===== src/rtl/uart_tx.sv =====
// MMIO UART transmitter: byte FIFO, DATA/STAT register pair, start/8 data/stop framing.
// Define UART_TX_PARITY_EN to add an even-parity bit between the data bits and the stop bit.
module uart_tx #(
  parameter int CLK_HZ = 50000000,
  parameter int BAUD   = 115200,
  parameter int DEPTH  = 16
) (
  input  logic        clock,
  input  logic        reset,
  input  logic        sel,
  input  logic        we,
  input  logic [31:0] addr,
  input  logic [31:0] din,
  output logic [31:0] dout,
  output logic        tx
);

  localparam int DIV = CLK_HZ / BAUD;
  localparam int AW  = (DEPTH > 1) ? $clog2(DEPTH) : 1;
  localparam int CW  = (DIV > 1) ? $clog2(DIV) : 1;
  localparam logic [CW-1:0] RELOAD = CW'(DIV - 1);
  localparam logic [AW:0]   FULL_CNT = (AW + 1)'(DEPTH);

`ifdef UART_TX_PARITY_EN
  typedef enum logic [2:0] {S_IDLE, S_START, S_DATA, S_PARITY, S_STOP} state_t;
`else
  typedef enum logic [1:0] {S_IDLE, S_START, S_DATA, S_STOP} state_t;
`endif

  state_t          state, state_n;
  logic [CW-1:0]   baud_cnt, cnt_n;
  logic [2:0]      bit_idx, idx_n, idx_inc;
  logic [7:0]      shreg, shreg_n;
  logic            tx_n;
  logic            pop;

  logic [7:0]      mem [DEPTH];
  logic [AW-1:0]   wr_ptr, rd_ptr;
  logic [AW:0]     count;
  logic            ovf;
  logic            full, empty, busy;
  logic            wr_data, wr_stat, push, ovf_set;
  logic [31:0]     stat;
  logic            unused_bits;

  assign full    = (count == FULL_CNT);
  assign empty   = (count == '0);
  assign wr_data = sel & we & ~addr[2];
  assign wr_stat = sel & we & addr[2];
  // A pop in the same cycle frees a slot, so a write into a full FIFO still lands.
  assign push    = wr_data & (~full | pop);
  assign ovf_set = wr_data & full & ~pop;
  assign busy    = (state != S_IDLE) | ~empty;

  assign stat = {16'h0, 8'(count), 5'h0, ovf, busy, full};
  assign dout = addr[2] ? stat : 32'h0;

  assign unused_bits = ^{addr[31:3], addr[1:0], din[31:8]};

  assign idx_inc = bit_idx + 3'd1;

  always_comb begin
    state_n = state;
    cnt_n   = (baud_cnt != '0) ? baud_cnt - CW'(1) : '0;
    idx_n   = bit_idx;
    shreg_n = shreg;
    tx_n    = tx;
    pop     = 1'b0;
    case (state)
      S_IDLE: begin
        tx_n = 1'b1;
        if (!empty) begin
          pop     = 1'b1;
          shreg_n = mem[rd_ptr];
          state_n = S_START;
          cnt_n   = RELOAD;
          tx_n    = 1'b0;
        end
      end
      S_START: begin
        if (baud_cnt == '0) begin
          state_n = S_DATA;
          cnt_n   = RELOAD;
          idx_n   = 3'd0;
          tx_n    = shreg[0];
        end
      end
      S_DATA: begin
        if (baud_cnt == '0) begin
          cnt_n = RELOAD;
          if (bit_idx == 3'd7) begin
`ifdef UART_TX_PARITY_EN
            state_n = S_PARITY;
            tx_n    = ^shreg;
`else
            state_n = S_STOP;
            tx_n    = 1'b1;
`endif
          end else begin
            idx_n = idx_inc;
            tx_n  = shreg[idx_inc];
          end
        end
      end
`ifdef UART_TX_PARITY_EN
      S_PARITY: begin
        if (baud_cnt == '0) begin
          state_n = S_STOP;
          cnt_n   = RELOAD;
          tx_n    = 1'b1;
        end
      end
`endif
      S_STOP: begin
        if (baud_cnt == '0) begin
          // Chain straight into the next start bit when more bytes are queued.
          if (!empty) begin
            pop     = 1'b1;
            shreg_n = mem[rd_ptr];
            state_n = S_START;
            cnt_n   = RELOAD;
            tx_n    = 1'b0;
          end else begin
            state_n = S_IDLE;
            tx_n    = 1'b1;
          end
        end
      end
      default: begin
        state_n = S_IDLE;
        tx_n    = 1'b1;
      end
    endcase
  end

  always_ff @(posedge clock) begin
    if (reset) begin
      state    <= S_IDLE;
      tx       <= 1'b1;
      baud_cnt <= '0;
      bit_idx  <= 3'd0;
      shreg    <= 8'h00;
      wr_ptr   <= '0;
      rd_ptr   <= '0;
      count    <= '0;
      ovf      <= 1'b0;
    end else begin
      state    <= state_n;
      tx       <= tx_n;
      baud_cnt <= cnt_n;
      bit_idx  <= idx_n;
      shreg    <= shreg_n;
      if (push) wr_ptr <= wr_ptr + AW'(1);
      if (pop)  rd_ptr <= rd_ptr + AW'(1);
      case ({push, pop})
        2'b10:   count <= count + (AW + 1)'(1);
        2'b01:   count <= count - (AW + 1)'(1);
        default: count <= count;
      endcase
      if (ovf_set)
        ovf <= 1'b1;
      else if (wr_stat && din[2])
        ovf <= 1'b0;
    end
  end

  always_ff @(posedge clock) begin
    if (!reset && push)
      mem[wr_ptr] <= din[7:0];
  end

endmodule


===== config.mk =====
export PLATFORM = sky130hd
export DESIGN_NAME = uart_tx
export DESIGN_NICKNAME = d
export VERILOG_FILES = /design/src/rtl/uart_tx.sv
export SDC_FILE = /design/constraint.sdc
export NUM_CORES = 1
export LEC_CHECK = 0
export CORE_AREA = 5 5 135 137
export CTS_BUF_LIST = sky130_fd_sc_hd__clkbuf_8
export DETAILED_ROUTE_END_ITERATION = 12
export DIE_AREA = 0 0 140 142
export GPL_TIMING_DRIVEN = 1
export PLACE_DENSITY = 0.66
export SYNTH_ARGS = -nofsm -noshare
export SYNTH_HDL_FRONTEND = slang
export SYNTH_SLANG_ARGS = --single-unit

===== constraint.sdc =====
create_clock -name clock -period 4.8 [get_ports clock]
set_input_delay 1.2 -clock clock [delete_from_list [all_inputs] [get_ports clock]]
set_output_delay 1.2 -clock clock [all_outputs]
set_load 0.01 [all_outputs]

==> impl_metrics.csv <==
group,metric,value,unit
yosys,synth_edf_count,128,
global_route,overflow,0,
timing,max_freq,267,MHz
placement,numPortBuffers,21,
critical_path,timing.rr.start,"state[1]",
critical_path,cp_top_family,"buffers and inverters",
yosys,yosys.area_share.simple,0.0817,
critical_path,cp_slowest_cell,"clkdlybuf4s50_1",
yosys,synth_xor_area_frac,0.00950,
floorplan,fp.dieH,142,µm
power,clkPwrFrac,0.261,
clock_tree,path_clk_slew,0.08,ns
critical_path,cp.depth,3,
global_route,grt_pass1_vias,3901,
detailed_routing,wl_per_cell,18.4,µm
global_route,grt_usage,0.140,
yosys,synth_warnings,0,
global_route,grt_start_max_net_pins,33,
critical_path,cp-end-kind,"primary output",
power,total_power,3780,µW
critical_path,criticalPathCategory,"in -> out",
yosys,muxShareOfSynthArea,0.146,
power,p_leak,0.00274,µW
yosys,yosys.cell_types.count,60,
min_path,hold_start,"ovf",
yosys,syn_inst,470,
layout,nFillCells,1466,
clock_tree,cts.htree.levels,4,
timing,hold_violations,0,
clock_tree,cts-root-buf,"clkbuf_8",
min_path,min_to,"ovf",
timing,fin_setup_tns,0,ns
critical_path,cpPeakStageDelay,0.62,ns
critical_path,crit_top_cell,"clkdlybuf4s50_1",
yosys,synth_compound_area_frac,0.0612,
layout,syn_to_final_growth,10.3,%
placement,finalWeightedCongestion,0.815,
detailed_routing,vias,4049,
clock_tree,postCtsSetupBuffers,0,
clock_tree,cts_buffers,17,
power,peakVddDrop,0.237,mV
yosys,syn_area,0.00738,mm²
floorplan,rows,48,
power,comb_power_share,0.253,
placement,dpl.hpwl,8.98,mm
power,powerDensity,465,mW/mm²
flow_run,cap_violations,0,
clock_tree,clock_path_buffers,2,
timing,rsz0062_at_grt,"no",
layout,drive_gt1_frac,0.141,
detailed_routing,routed_via_density,5.49,
detailed_routing,drt_wl_total,13.5,mm
layout,fin_nets,584,
detailed_routing,drc,0,
clock_tree,clock_sinks,169,
yosys,async_reset_ff_frac,0,
critical_path,cp.buffers_inverters,2,
floorplan,initial_utilization,0.436,
min_path,hold_depth,2,
floorplan,io-pin-count,101,
critical_path,start_kind,"primary input",
global_route,grt_pass1_wl,21.3,mm
timing,relSlewSlack,0.270,
detailed_routing,ant_nets,0,
yosys,synth_flop_cell,"edfxtp_1",
yosys,yosys.area_share.adder,0.0237,
yosys,ys_seq_area_frac,0.632,
power,switchingPower,1150,µW
timing,period_minus_slack,3.75,ns
clock_tree,holdBufCountCts,0,
critical_path,r2r_end,"count[4]",
floorplan,die_w,140,µm
floorplan,dieArea,0.0199,mm²
global_route,antenna_found_initial,0,
yosys,synth_top_family_by_area,"multiplexers",
yosys,synth.avg_cell_area,15.7,µm²
power,internal-power,2640,µW
timing,setup_viol_count_final,0,
detailed_routing,drt_iter0_markers,225,
critical_path,path_max_fanout,11,
power,seqPwrFrac,0.485,
clock_tree,clk_latency,0.45,ns
critical_path,crit_arrival,2.55,ns
timing,slew_violations,0,
yosys,yosys_register_bits,169,
clock_tree,cts_resized,0,
clock_tree,cts_tree,"done",
critical_path,ff2ff_path_depth,9,
critical_path,crit_required,3.60,ns
layout,n_antenna_cell,0,
critical_path,r2r_slack,1.72,ns
run_status,status,"finished clean",
critical_path,cp_cell_sequence,"clkdlybuf4s50_1 > and3_1 > clkdlybuf4s50_1",
timing,min_period_over_period,0.782,
min_path,hp-class,"reg -> reg",
floorplan,core_area,0.0169,mm²
timing,clock-skew-final,0.0107,ns
detailed_routing,dr.pass1.iters,6,
power,p_sw_frac,0.303,
timing,tightest_slew,1.09,ns
## power groups by stage
stage                     clock, µW  combinational, µW  sequential (µW)
final                           989                958             1840
after global routing           1080               1060             1860
after CTS                      1010                959             1840
after detailed placement          0                953             1870
after global placement            0                927             1860
after floorplan                   0                843             1770
## state kept, by name (all words and copies together) (netlist names), named ones only
register	count
mem	128
ovf	1
shreg	8
count	5
tx	1
state	2
wr_ptr	4
baud_cnt	9
rd_ptr	4
bit_idx	3
## worst max-delay path by stage
stage	startpoint	end	slack (ns)
2_1_floorplan	addr[2]	count[4]	1.74
3_3_place_gp	addr[2]	dout[0]	1.07
3_5_place_dp	addr[2]	mem[15][1]	0.98
4_1_cts	addr[2]	dout[0]	1.03
5_1_grt	addr[2]	dout[0]	0.95
6_report	addr[2]	dout[0]	1.05
## placed cells by master, fill, tap and decap left out, types with 13 or more instances in the layout
cell type and n:
edfxtp_1 128, dfxtp_1 39, nor2_1 25, conb_1 24, mux4_1 23, a21oi_1 22, clkdlybuf4s50_1 21, nor3_1 20
mux4_2 19, nand2_1 18, clkbuf_8 17, nand3_1 15, ha_1 14, buf_4 13
## cells in the mapped netlist (9+ instances only)
cell,number,share of area
a21oi_1,22,0.015
buf_4,24,0.024
dfxtp_1,41,0.11
edfxtp_1,128,0.52
ha_1,14,0.024
inv_1,9,0.0046
mux4_1,23,0.082
mux4_2,19,0.058
nand2_1,18,0.0092
nand3_1,15,0.010
nor2_1,25,0.013
nor3_1,20,0.014
o21ai_0,9,0.0061
## worst min-delay path, cell delays in order (launching register included)
cell and delay [ns]:
dfxtp_1 0.32, nand2_1 0.05, a21oi_1 0.06
## through the flow
step	util	hold WS, ns	cell area (µm²)	setup WS [ns]	instances
finish	0.481	0.469	8140	1.05	737
global placement	0.458	0.443	7750	1.07	708
CTS	0.481	0.474	8140	1.03	737
floorplan	-	0.432	7460	1.74	493
detailed placement	0.458	0.454	7750	0.983	708
global route	0.481	0.484	8140	0.947	737
## cell type report
| type | instances | area [µm²] | share of cell area |
|---|---|---|---|
| Clock buffer | 17 | 234 | 0.0287 |
| Sequential cell | 169 | 4670 | 0.573 |
| Clock inverter | 12 | 150 | 0.0184 |
| Timing Repair Buffer | 34 | 308 | 0.0378 |
| Inverter | 9 | 33.8 | 0.00415 |
| Tap cell | 225 | 282 | 0.0346 |
| Multi-Input combinational cell | 271 | 2460 | 0.303 |
## metal layers
layer  GRT usage  share of wire  vias up
li1            -              -     1870
met1       0.186           0.44     2069
met2       0.223           0.49      101
met3      0.0420          0.059        9
met4      0.0444         0.0088        0
met5           0              0        -
## cells by family (layout without fill, tap and decap cells)
logic type | count (synthesis) | after routing
flip-flops | 169 | 169
AND/OR/NAND/NOR | 111 | 111
AO/OA/AOI/OAI | 68 | 68
buffers and inverters | 53 | 72
multiplexers | 46 | 46
adder cells (fa/ha/maj) | 14 | 14
XOR/XNOR | 8 | 8
other | 1 | 24
(Power assumes the default switching activity.)
